==> config.mk <==
export PLATFORM = sky130hd
export DESIGN_NAME = console_rx_fifo
export DESIGN_NICKNAME = d
export VERILOG_FILES = /design/src/rtl/console_rx_fifo.sv
export SDC_FILE = /design/constraint.sdc
export NUM_CORES = 1
export LEC_CHECK = 0
export BUFFER_PORTS_ARGS = -buffer_cell sky130_fd_sc_hd__buf_2
export CAP_MARGIN = 40
export CORE_MARGIN = 2
export CORE_UTILIZATION = 52
export DETAILED_ROUTE_END_ITERATION = 16
export PLACE_DENSITY = 0.75
export SYNTH_ARGS = -nofsm -noshare
export SYNTH_HDL_FRONTEND = slang
export SYNTH_SLANG_ARGS = --single-unit
export TNS_END_PERCENT = 20
==> constraint.sdc <==
create_clock -name clk -period 2.5 [get_ports clk]
set_input_delay 0.25 -clock clk [delete_from_list [all_inputs] [get_ports clk]]
set_output_delay 0.25 -clock clk [all_outputs]
set_load 0.01 [all_outputs]
==> src/rtl/console_rx_fifo.sv <==
// console_rx_fifo: drains simpleuart RX bytes into a FIFO that the CPU pops
// through its non-blocking console-read; an empty FIFO reads as 0.
module console_rx_fifo #(
   parameter int          DEPTH_LOG2 = 4,
   parameter logic [31:0] EMPTY_CODE = 32'hFFFFFFFF,
   parameter int          HOLDOFF    = 2
) (
   input  logic                  clk,
   input  logic                  resetn,
   input  logic [31:0]           uart_dat_do,
   output logic                  uart_dat_re,
   input  logic                  cpu_re,
   output logic [31:0]           cpu_data,
   output logic                  empty,
   output logic                  full,
   output logic [DEPTH_LOG2:0]   count,
   output logic                  overflow,
   input  logic                  clear_ovf
);
   localparam logic [DEPTH_LOG2:0] FULL_CNT = {1'b1, {DEPTH_LOG2{1'b0}}};
   typedef enum logic {IDLE, WAIT} state_t;
   state_t                r_state;
   logic [3:0]            r_hold;
   logic [DEPTH_LOG2-1:0] r_wptr, r_rptr;
   logic [DEPTH_LOG2:0]   r_count;
   logic                  r_ovf;
   logic [7:0]            r_mem [1 << DEPTH_LOG2];
   logic                  w_cap, w_pop, w_push;
   // the strobe is qualified by resetn so it drops at once when reset asserts
   assign w_cap       = resetn && r_state == IDLE && uart_dat_do != EMPTY_CODE;
   assign w_pop       = cpu_re && r_count != '0;
   assign w_push      = w_cap && (!full || w_pop);
   assign uart_dat_re = w_cap;
   assign empty       = r_count == '0;
   assign full        = r_count == FULL_CNT;
   assign count       = r_count;
   assign overflow    = r_ovf;
   assign cpu_data    = empty ? 32'h0 : {24'b0, r_mem[r_rptr]};
   always_ff @(posedge clk or negedge resetn)
      if (!resetn) begin
         r_state <= IDLE;
         r_hold  <= 4'd0;
         r_wptr  <= '0;
         r_rptr  <= '0;
         r_count <= '0;
         r_ovf   <= 1'b0;
      end else begin
         r_state <= r_state == IDLE ? (w_cap ? WAIT : IDLE) : (r_hold == 4'd1 ? IDLE : WAIT);
         r_hold  <= r_state == IDLE ? (w_cap ? 4'(HOLDOFF) : r_hold) : r_hold - 4'd1;
         r_wptr  <= w_push ? r_wptr + DEPTH_LOG2'(1) : r_wptr;
         r_rptr  <= w_pop ? r_rptr + DEPTH_LOG2'(1) : r_rptr;
         r_count <= r_count + (DEPTH_LOG2+1)'(w_push) - (DEPTH_LOG2+1)'(w_pop);
         r_ovf   <= (w_cap && !w_push) ? 1'b1 : (clear_ovf ? 1'b0 : r_ovf);
      end
   always_ff @(posedge clk)
      if (w_push) r_mem[r_wptr] <= uart_dat_do[7:0];
endmodule

==> results of run 1 <==
-- worst paths after layout --
| kind | end | slack (ns) |
|---|---|---|
| setup / recovery | count[4]$_DFF_PN0_ | 0.04 |
| hold / removal | overflow$_DFFE_PN0P_ | 0.03 |
| setup reg to reg | count[4]$_DFF_PN0_ | 0.04 |
| hold reg to reg | r_rptr[3]$_DFFE_PN0P_ | 0.49 |
| max in group asynchronous | r_rptr[0]$_DFFE_PN0P_ | 1.92 |
| min in group asynchronous | overflow$_DFFE_PN0P_ | 0.34 |
-- registers in the layout (all words and copies together), names as in the netlist --
signal / count
r_wptr: 4
overflow: 1
r_rptr: 4
r_state: 1
r_mem: 128
count: 5
r_hold: 4
-- timing repair --
action                     4_1_cts  5_1_grt
hold buffers                     1        0
pin swaps                        0        3
buffers inserted                 3        2
hold endpoints to repair        19        0
setup endpoints to repair        9       10
gates resized for setup          3        8
-- critical path: stages, from the launching register on --
cell and delay [ns]:
dfrtp_1 0.41, inv_2 0.07, ha_1 0.14, or4b_4 0.47, nand2_2 0.08, nand2_1 0.05, mux2i_1 0.15, ha_2 0.20
inv_1 0.05, fa_2 0.34, inv_2 0.05, a21oi_1 0.05, nor2_1 0.11, nor2_1 0.06, xnor2_1 0.11
-- logic make-up (layout without fill, tap and decap cells) --
group                    Yosys count  in the layout  share of synthesized area, %
AO/OA/AOI/OAI                     16             16                          1.69
adder cells (fa/ha/maj)           13             13                          2.70
multiplexers                      50             50                          14.4
flip-flops                       147            147                          68.5
AND/OR/NAND/NOR                   65             65                          5.95
other                              1             24                        0.0594
XOR/XNOR                          12             12                          1.67
buffers and inverters             51            144                          5.06
-- cells in the final DEF (no fill, tap or decap), types with 9 or more instances in the layout --
master	synthesis	final
nand2_1	18	16
nand4_1	9	9
xnor2_1	9	9
dfrtp_1	19	18
buf_4	24	40
mux2i_1	17	15
nor2_1	10	10
clkbuf_16	0	17
edfxtp_1	128	128
inv_1	14	11
mux4_2	31	31
o22ai_1	9	9
conb_1	1	24
buf_2	5	52
ha_1	12	11
-- final cells by class --
class / count / area [µm²]
inverters: 14 / 52.6
clock inverters: 15 / 146
fillers: 835 / 4320
multi-input cells: 180 / 1790
flip-flops and latches: 147 / 4320
repair buffers: 98 / 671
well taps: 147 / 184
clock buffers: 17 / 425
-- metal layers --
layer	vias to the layer above	GRT usage, %
li1	1542	-
met1	1683	26.0
met2	134	33.2
met3	6	5.03
met4	0	8.46
met5	-	0
-- through the flow --
stage / setup slack (ns) / hold WS (ns) / area [µm²] / util, %
6_report: 0.0373 / 0.0273 / 7590 / 63.7
3_3_place_gp: 0.0574 / 0.242 / 6930 / 58.2
2_1_floorplan: 0.00620 / -0.0456 / 6400 / -
3_5_place_dp: -0.0278 / 0.249 / 6930 / 58.2
5_1_grt: -0.114 / 0.0224 / 7590 / 63.7
4_1_cts: -0.0300 / 0.0168 / 7550 / 63.4
-- power by group through the flow --
stage               clock, mW  sequential, mW  combinational, mW
floorplan                   0            3.10               1.85
CTS                      2.45            3.14               2.61
global route             2.56            3.18               2.88
global placement            0            3.20               2.44
detailed placement          0            3.21               2.49
finish                   2.41            3.14               2.64
==> out/results.tsv, run 1 <==
stage	metric	value	unit
outcome	outcome	finished, final reports clean	
yosys	top cells by area, synth	edfxtp_1 61%, mux4_2 11%, dfrtp_1 7.5%	
clock_network	Worst-Skew Late Latency	0.42	ns
pwr	part of the power in registers	38.4	%
critical_path	Critical Setup Path Class	register to register	
clock_network	Max clock buf depth	2	
yosys	top-count cell post-synth	edfxtp_1	
route	wire length on met1	5040	µm
floorplan	Die Span X	114	µm
route	WL met3	757	µm
route	per-cell routed wire length	19.6	µm
yosys	Post-Syn Instances	355	
yosys	share of synthesized registers carrying an async set or reset	12.9	%
pwr	Net Switching	2.53	mW
global_route	largest net degree at the start of global routing	32	
yosys	Seq/Total Area, Yosys	68.5	%
critical_path	worst r2r src	count[3]$_DFF_PN0_	
place	Port Buf Inserts	52	
yosys	synthesized flop and latch total	147	
pwr	Lkg Pwr	2.87	nW
route	routed wl met2	6220	µm
global_route	first-pass GRT wire length	18700	µm
floorplan	Die Y	114	µm
route	DRC errors left	0	
pwr	Pwr Density	1080	nW/µm²
clock_network	CTS Buf Count	17	
floorplan	Core ar.	11900	µm²
clock_network	H-tree depth	4	
route	vias per inst	5.44	
critical_path	crit end category	register	
timing	Final setup viols	0	
timing	TNS Setup	0	ns
floorplan	row count	40	
pwr	overall power	8.19	mW
timing	Setup Skew	0.0127	ns
timing	crit share post-route	98.5	%
global_route	GRT Util Overall	20.2	%
hold_path	Hold/Removal Path Class	input pin to register	
yosys	cell area after synthesis	6310	µm²
hold_path	critical hold path startpoint	clear_ovf	
global_route	number of global-route vias before repair	3414	
yosys	Main synth FF type	edfxtp_1	
clock_network	Root Buffer	clkbuf_16	
global_route	initial antenna violation count	0	
place	hpwl dp	8260	µm
pwr	Sw Ratio	30.9	%
floorplan	Starting Density	53.0	%
floorplan	num ports	77	
yosys	YS warnings	0	
timing	fin crit period	2.46	ns
yosys	Post-synth EDFFs	128	
timing	Final Hold Fails	0	
route	Iteration-0 DRC Markers	224	
floorplan	die footprint	13000	µm²
critical_path	FF-to-FF path depth	14	
clock_network	CTS tree	yes	
cells_and_area	layout cells sized above 1	37.8	%
hold_path	Hold Path Depth	2	
route	total number of vias	3365	
critical_path	Worst Path Max Fanout	3	
yosys	syn avg cell area	17.8	µm²
cells_and_area	fin cells	618	
place	gp weighted congestion	0.823	
route	DR pass1 iterations	4	
global_route	global route total overflow	0	
timing	fmax	0.406	GHz
route	total wire length	12100	µm
pwr	Clock power frac	29.4	%
yosys	area leader, netlist	edfxtp_1	
critical_path	crit path DAT	2.76	ns
yosys	Post-synth top cells	128 x edfxtp_1, 31 x mux4_2, 24 x buf_4, 19 x dfrtp_1, 18 x nand2_1	
critical_path	Setup crit start	count[3]$_DFF_PN0_	
yosys	Distinct cells, synth	40	
cells_and_area	Final nets	507	
yosys	top cell type's share of synthesized area	60.9	%
critical_path	CP required	2.80	ns
pwr	Max VDD drop	0.582	mV
critical_path	CP Launch Type	register	
run	max-cap violations	0	
clock_network	clk slew on worst S/H paths	0.06	ns
clock_network	CTS sink cnt	147	
cells_and_area	ANT cells	0	
route	ANT nets after route	0	
place	placed cell count	580	
route	Top Metal Used	met4	
timing	unrepaired setup endpoints after global routing	yes	
cells_and_area	Synth-to-Final Area Change	20.3	%
timing	Slew Limit Fails	0	
pwr	Comb power frac	32.2	%
pwr	Internal	5.66	mW
No activity file was read; power rests on OpenSTA's default activity.
==> inputs of run 2 (changes only) <==
PLACE_DENSITY = unset   (was 0.75)
PLACE_DENSITY_LB_ADDON = 0.1   (was unset)
==> out/results.tsv, run 2 (synthesis results as in run 1) <==
stage	metric	value	unit	change
outcome	outcome	finished, final reports clean		
pwr	part of the power in registers	38.5	%	about the same
clock_network	H-tree depth	4		unchanged
floorplan	Starting Density	53.0	%	unchanged
floorplan	Core ar.	11900	µm²	unchanged
pwr	Net Switching	2.38	mW	-5.8%
route	DR pass1 iterations	4		unchanged
critical_path	Worst Path Max Fanout	3		unchanged
cells_and_area	Sequential Area	4320	µm²	about the same
critical_path	CP required	2.79	ns	about the same
floorplan	Die Y	114	µm	unchanged
global_route	first-pass GRT wire length	19300	µm	+3.4%
timing	Final setup viols	0		unchanged
global_route	global route total overflow	0		unchanged
cells_and_area	layout cells sized above 1	35.1	%	-2.7 points
timing	crit share post-route	96.9	%	-1.6 points
route	total number of vias	3389		+0.71%
place	hpwl dp	8330	µm	+0.82%
hold_path	Worst Hold End	overflow$_DFFE_PN0P_		
pwr	Comb power frac	31.4	%	-0.8 points
global_route	number of global-route vias before repair	3394		-0.59%
cells_and_area	area of the multi-input gates	1790	µm²	about the same
cells_and_area	max reg flops	128		unchanged
route	per-cell routed wire length	21.1	µm	+7.6%
critical_path	crit end category	register		
pwr	Max VDD drop	0.690	mV	+19%
cells_and_area	Synth-to-Final Area Change	18.9	%	
hold_path	Hold/Removal Path Class	input pin to register		
pwr	Sw Ratio	29.4	%	-1.5 points
route	Iteration-0 DRC Markers	176		-21%
critical_path	worst r2r src	count[2]$_DFF_PN0_		
critical_path	Critical Setup Path Class	register to register		
run	max-cap violations	0		unchanged
critical_path	FF-to-FF path depth	14		unchanged
global_route	GRT Util Overall	21.3	%	+1.1 points
route	ANT nets after route	0		unchanged
route	vias per inst	5.56		+2.2%
cells_and_area	most common cell after layout, fill and taps aside	edfxtp_1		
floorplan	num ports	77		unchanged
cells_and_area	Reg with most FFs	r_mem		
cells_and_area	Final nets	501		-1.2%
route	total wire length	12900	µm	+6.1%
global_route	initial antenna violation count	0		unchanged
clock_network	Max clock buf depth	2		unchanged
timing	Setup Skew	0.00578	ns	-0.00694 ns
place	placed cell area	6910	µm²	-0.29%
timing	Final Hold Fails	0		unchanged
clock_network	Worst-Skew Late Latency	0.42	ns	about the same
timing	unrepaired setup endpoints after global routing	yes		
critical_path	register-to-register path setup slack	0.08	ns	+0.04 ns
cells_and_area	Fill cells	843		+0.96%
critical_path	FF-to-FF End	count[4]$_DFF_PN0_		
floorplan	row count	40		unchanged
hold_path	critical hold path startpoint	clear_ovf		
critical_path	CP Launch Type	register		
global_route	largest net degree at the start of global routing	33		+3.1%
cells_and_area	utilization after layout	63.0	%	-0.75 points
clock_network	CTS Buf Count	17		unchanged
critical_path	crit path DAT	2.72	ns	-0.04 ns
pwr	overall power	8.10	mW	-1.1%
pwr	Internal	5.72	mW	+1.1%
clock_network	Root Buffer	clkbuf_16		
hold_path	Hold Path Depth	2		unchanged
cells_and_area	ANT cells	0		unchanged
pwr	Pwr Density	1080	nW/µm²	+0.12%
route	DRC errors left	0		unchanged
clock_network	CTS tree	yes		
cells_and_area	post-route cell area	7500	µm²	-1.2%
floorplan	Die Span X	114	µm	unchanged
pwr	Lkg Pwr	2.84	nW	-1.0%
cells_and_area	most frequent cells in the layout	128 x edfxtp_1, 52 x buf_2, 36 x buf_4		
place	gp weighted congestion	0.786		-4.6%
timing	fin crit period	2.42	ns	-0.0400 ns
timing	Slew Limit Fails	0		unchanged
timing	fmax	0.413	GHz	+1.6%
floorplan	die footprint	13000	µm²	unchanged
place	Port Buf Inserts	52		unchanged
clock_network	clk slew on worst S/H paths	0.05	ns	about the same
clock_network	CTS sink cnt	147		unchanged
pwr	Clock power frac	30.0	%	+0.6 points
clock_network	Post-CTS Setup Inserts	0		-3
critical_path	Setup crit start	count[2]$_DFF_PN0_		
## run 2: cell types whose count changed in the layout (fill, tap and decap cells not counted), sizes merged
cell | previous run | this run
inv | 21 | 14
buf | 97 | 91
clkinvlp | 3 | 0
bufinv | 1 | 3
clkbuf | 17 | 22
## run 2: power groups by stage
stage / combinational, mW / clock (mW) / sequential, mW
after CTS: 2.58 / 2.47 / 3.12
after global placement: 2.53 / 0 / 3.15
final: 2.54 / 2.43 / 3.12
after floorplan: 1.85 / 0 / 3.10
after global routing: 2.80 / 2.55 / 3.15
after detailed placement: 2.56 / 0 / 3.16
## run 2: routing by layer
metal | track usage (%) | up-vias | wire [µm]
met5 | 0 | - | 0
met4 | 9.02 | 0 | 279
met3 | 4.92 | 20 | 668
met2 | 35.2 | 128 | 6550
met1 | 27.5 | 1722 | 5380
li1 | - | 1519 | -
## run 2: area by class of cell
type / count / area share [%]
Multi-Input combinational cell: 180 / 23.8
Timing Repair Buffer: 92 / 8.01
Clock inverter: 7 / 1.47
Sequential cell: 147 / 57.6
Clock buffer: 22 / 5.92
Inverter: 14 / 0.701
Tap cell: 147 / 2.45
## run 2: worst max-delay path by stage
stage,to,slack [ns],cells after the start
global placement,count[4]$_DFF_PN0_,0.05,15
floorplan,r_mem[5][0]$_DFFE_PP_,0.006,7
finish,count[4]$_DFF_PN0_,0.08,14
CTS,count[4]$_DFF_PN0_,-0.01,14
global route,count[4]$_DFF_PN0_,-0.13,14
detailed placement,count[4]$_DFF_PN0_,-0.02,15
## run 2: through the flow
stage / hold slack, ns / worst slack (ns) / TNS, ns / cells
floorplan: -0.0456 / 0.00620 / 0 / 378
global placement: 0.256 / 0.0474 / 0 / 579
detailed placement: 0.258 / -0.0164 / -0.0164 / 579
CTS: 0.0117 / -0.00998 / -0.00998 / 609
global route: 0.0377 / -0.128 / -0.128 / 609
finish: 0.0303 / 0.0773 / 0 / 609
## run 2: critical path, cell delays in order, from the launching register on
cell     delay (ns)
dfrtp_1        0.39
inv_2          0.07
ha_1           0.15
or4b_4         0.47
nand2_2        0.08
nand2_1        0.05
mux2i_1        0.15
ha_2           0.20
inv_1          0.05
fa_2           0.33
inv_1          0.06
a21oi_1        0.06
nor2_1         0.09
nor2_1         0.05
xnor2_1        0.12
## run 2: what timing repair did
action	4_1_cts	5_1_grt
hold buffers	1	0
pin swaps	0	2
endpoints found under the setup margin	9	9
endpoints found under the hold margin	19	0
gates resized for setup	2	7
==> inputs of run 3 (changes only) <==
ABC_CLOCK_PERIOD_IN_PS = 2900   (was unset)
CORE_UTILIZATION = 35   (was 52)
clock period = 2.9 ns   (was 2.5 ns; I/O delays follow)
==> out/results.tsv, run 3 (synthesis results as in run 1) <==
stage	metric	value	unit	change
outcome	outcome	finished, final reports clean		
route	vias per inst	4.84		-13%
pwr	Sw Ratio	31.1	%	+1.7 points
timing	Final Hold Fails	0		unchanged
hold_path	Hold/Removal Path Class	input pin to register		
timing	crit share post-route	91.3	%	-5.6 points
critical_path	slowest cell on the critical path	or4b_1		
route	DRC errors left	0		unchanged
pwr	Pwr Density	909	nW/µm²	-16%
critical_path	Worst path top cell family by delay	simple AND/OR/NAND/NOR gates		
route	per-cell routed wire length	20.4	µm	-3.5%
critical_path	CP Launch Type	register		
floorplan	row count	49		+23%
critical_path	Critical Setup Path Class	register to register		
pwr	Clock power frac	29.2	%	-0.8 points
cells_and_area	Sequential Area	4320	µm²	unchanged
clock_network	clk slew on worst S/H paths	0.06	ns	about the same
pwr	Net Switching	2.13	mW	-10%
cells_and_area	Fill cells	1612		+91%
pwr	Internal	4.72	mW	-17%
global_route	initial antenna violation count	0		unchanged
timing	fmax	0.378	GHz	-8.5%
global_route	first-pass GRT wire length	21200	µm	+9.8%
cells_and_area	area of the multi-input gates	1760	µm²	-1.7%
floorplan	num ports	77		unchanged
global_route	global route total overflow	0		unchanged
critical_path	crit end category	register		
clock_network	H-tree depth	4		unchanged
critical_path	CP required	3.19	ns	+0.40 ns
timing	Slew Limit Fails	0		unchanged
global_route	number of global-route vias before repair	3434		+1.2%
floorplan	Die Y	138	µm	+21%
timing	Setup Skew	0.00993	ns	+0.00414 ns
route	ANT nets after route	0		unchanged
cells_and_area	Reg with most FFs	r_mem		
cells_and_area	ANT cells	0		unchanged
timing	fin worst setup slack	0.253	ns	+0.176 ns
place	placed cell area	6990	µm²	+1.2%
floorplan	Starting Density	35.4	%	-18 points
cells_and_area	layout cells sized above 1	34.1	%	-1.0 points
pwr	overall power	6.86	mW	-15%
timing	worst hold slack	0.0660	ns	+0.0356 ns
clock_network	CTS Buf Count	17		unchanged
pwr	Comb power frac	31.6	%	+0.2 points
clock_network	Max clock buf depth	2		unchanged
critical_path	Worst Path Max Fanout	4		+1
cells_and_area	Final nets	501		unchanged
floorplan	Core ar.	17800	µm²	+50%
run	max-cap violations	0		unchanged
clock_network	# resized after CTS	0		-2
timing	unrepaired setup endpoints after global routing	no		
pwr	Max VDD drop	0.489	mV	-29%
global_route	GRT Util Overall	15.3	%	-6.0 points
route	Iteration-0 DRC Markers	190		+8.0%
clock_network	CTS tree	yes		
clock_network	CTS sink cnt	147		unchanged
floorplan	Die Span X	138	µm	+21%
cells_and_area	post-route cell area	7550	µm²	+0.63%
pwr	part of the power in registers	39.2	%	+0.7 points
pwr	Lkg Pwr	2.81	nW	-0.84%
global_route	largest net degree at the start of global routing	36		+9.1%
critical_path	critical-path cell list	inv_1 -> ha_1 -> or4b_1 -> nand2_1 -> nand2_1 -> mux2i_1 -> ha_1 -> inv_1 -> fa_1 -> inv_1 -> a21oi_1 -> nor2_1 -> nor2_1 -> xnor2_1		
timing	fin crit period	2.65	ns	+0.224 ns
critical_path	most frequent CP cell	inv_1		
critical_path	crit path DAT	2.94	ns	+0.22 ns
place	gp weighted congestion	0.764		-2.8%
cells_and_area	most common cell after layout, fill and taps aside	edfxtp_1		
timing	TNS Setup	0	ns	unchanged
place	Place WS	0.148	ns	+0.164 ns
route	total number of vias	3355		-1.0%
place	Port Buf Inserts	52		unchanged
route	total wire length	14100	µm	+9.8%
cells_and_area	most frequent cells in the layout	128 x edfxtp_1, 52 x buf_2, 37 x buf_4		
clock_network	Worst-Skew Late Latency	0.42	ns	about the same
route	DR pass1 iterations	4		unchanged
place	hpwl dp	9530	µm	+14%
floorplan	die footprint	19100	µm²	+47%
clock_network	Root Buffer	clkbuf_16		
critical_path	WP buf/inv	3		unchanged
timing	Final setup viols	0		unchanged
cells_and_area	Synth-to-Final Area Change	19.6	%	
critical_path	max incr delay on CP	0.54	ns	+0.07 ns
cells_and_area	max reg flops	128		unchanged
[run 3: changes by cell type in the layout (fill, tap and decap cells not counted), moves of 2 or more]
| cell | delta |
|---|---|
| inv_1 | +2 |
| bufinv_16 | -2 |
| nand2_1 | +2 |
| clkbuf_1 | -4 |
| clkinvlp_4 | +5 |
| inv_6 | +2 |
| inv_2 | -2 |
[run 3: power by group through the flow]
stage	Sequential, mW	Clock (mW)	Combinational, mW
after floorplan	2.67	0	1.59
after CTS	2.69	2.06	2.22
after global routing	2.73	2.14	2.40
after detailed placement	2.74	0	2.21
final	2.69	2.00	2.16
after global placement	2.73	0	2.22
[run 3: metrics by stage]
stage,util [%],instances
2_1_floorplan,-,378
3_3_place_gp,39.2,661
3_5_place_dp,39.2,661
4_1_cts,42.3,693
5_1_grt,42.3,693
6_report,42.3,693
[run 3: worst paths after layout]
kind | slack (ns) | from | to | depth (start not counted)
hold reg to reg | 0.53 | overflow$_DFFE_PN0P_ | overflow$_DFFE_PN0P_ | 2
max in group asynchronous | 2.27 | resetn | r_rptr[0]$_DFFE_PN0P_ | 3
setup / recovery | 0.25 | count[2]$_DFF_PN0_ | count[4]$_DFF_PN0_ | 14
min in group asynchronous | 0.39 | resetn | r_hold[1]$_DFFE_PN0P_ | 3
setup reg to reg | 0.25 | count[2]$_DFF_PN0_ | count[4]$_DFF_PN0_ | 14
hold / removal | 0.07 | clear_ovf | overflow$_DFFE_PN0P_ | 2
[run 3: what timing repair did]
item,CTS,global route
hold buffers,1,0
setup buffers,0,0
endpoints found under the hold margin,19,0
[run 3: final cells by class]
cell class                 count  share of cell area (%)
sequential                   147                    57.3
multi-input combinational    180                    23.3
timing repair buffer          92                    7.79
clock buffer                  18                    5.69
tap                          229                    3.80
clock inverter                13                    1.49
inverter                      14                   0.696
[run 3: worst register-to-register path: cells and delay by family (launching register included)]
kind / cells / cell delay [ns]
AND/OR/NAND/NOR: 5 / 0.86
flip-flops: 1 / 0.40
adder cells (fa/ha/maj): 3 / 0.74
buffers and inverters: 3 / 0.20
AO/OA/AOI/OAI: 1 / 0.06
XOR/XNOR: 1 / 0.12
multiplexers: 1 / 0.14
[run 3: metal layers]
layer / track usage [%] / share of wire (%) / vias to the layer above
met4: 5.05 / 2.1 / 0
met1: 19.9 / 44 / 1709
li1: - / - / 1530
met2: 25.0 / 49 / 104
met3: 4.40 / 4.3 / 12
met5: 0 / 0 / -
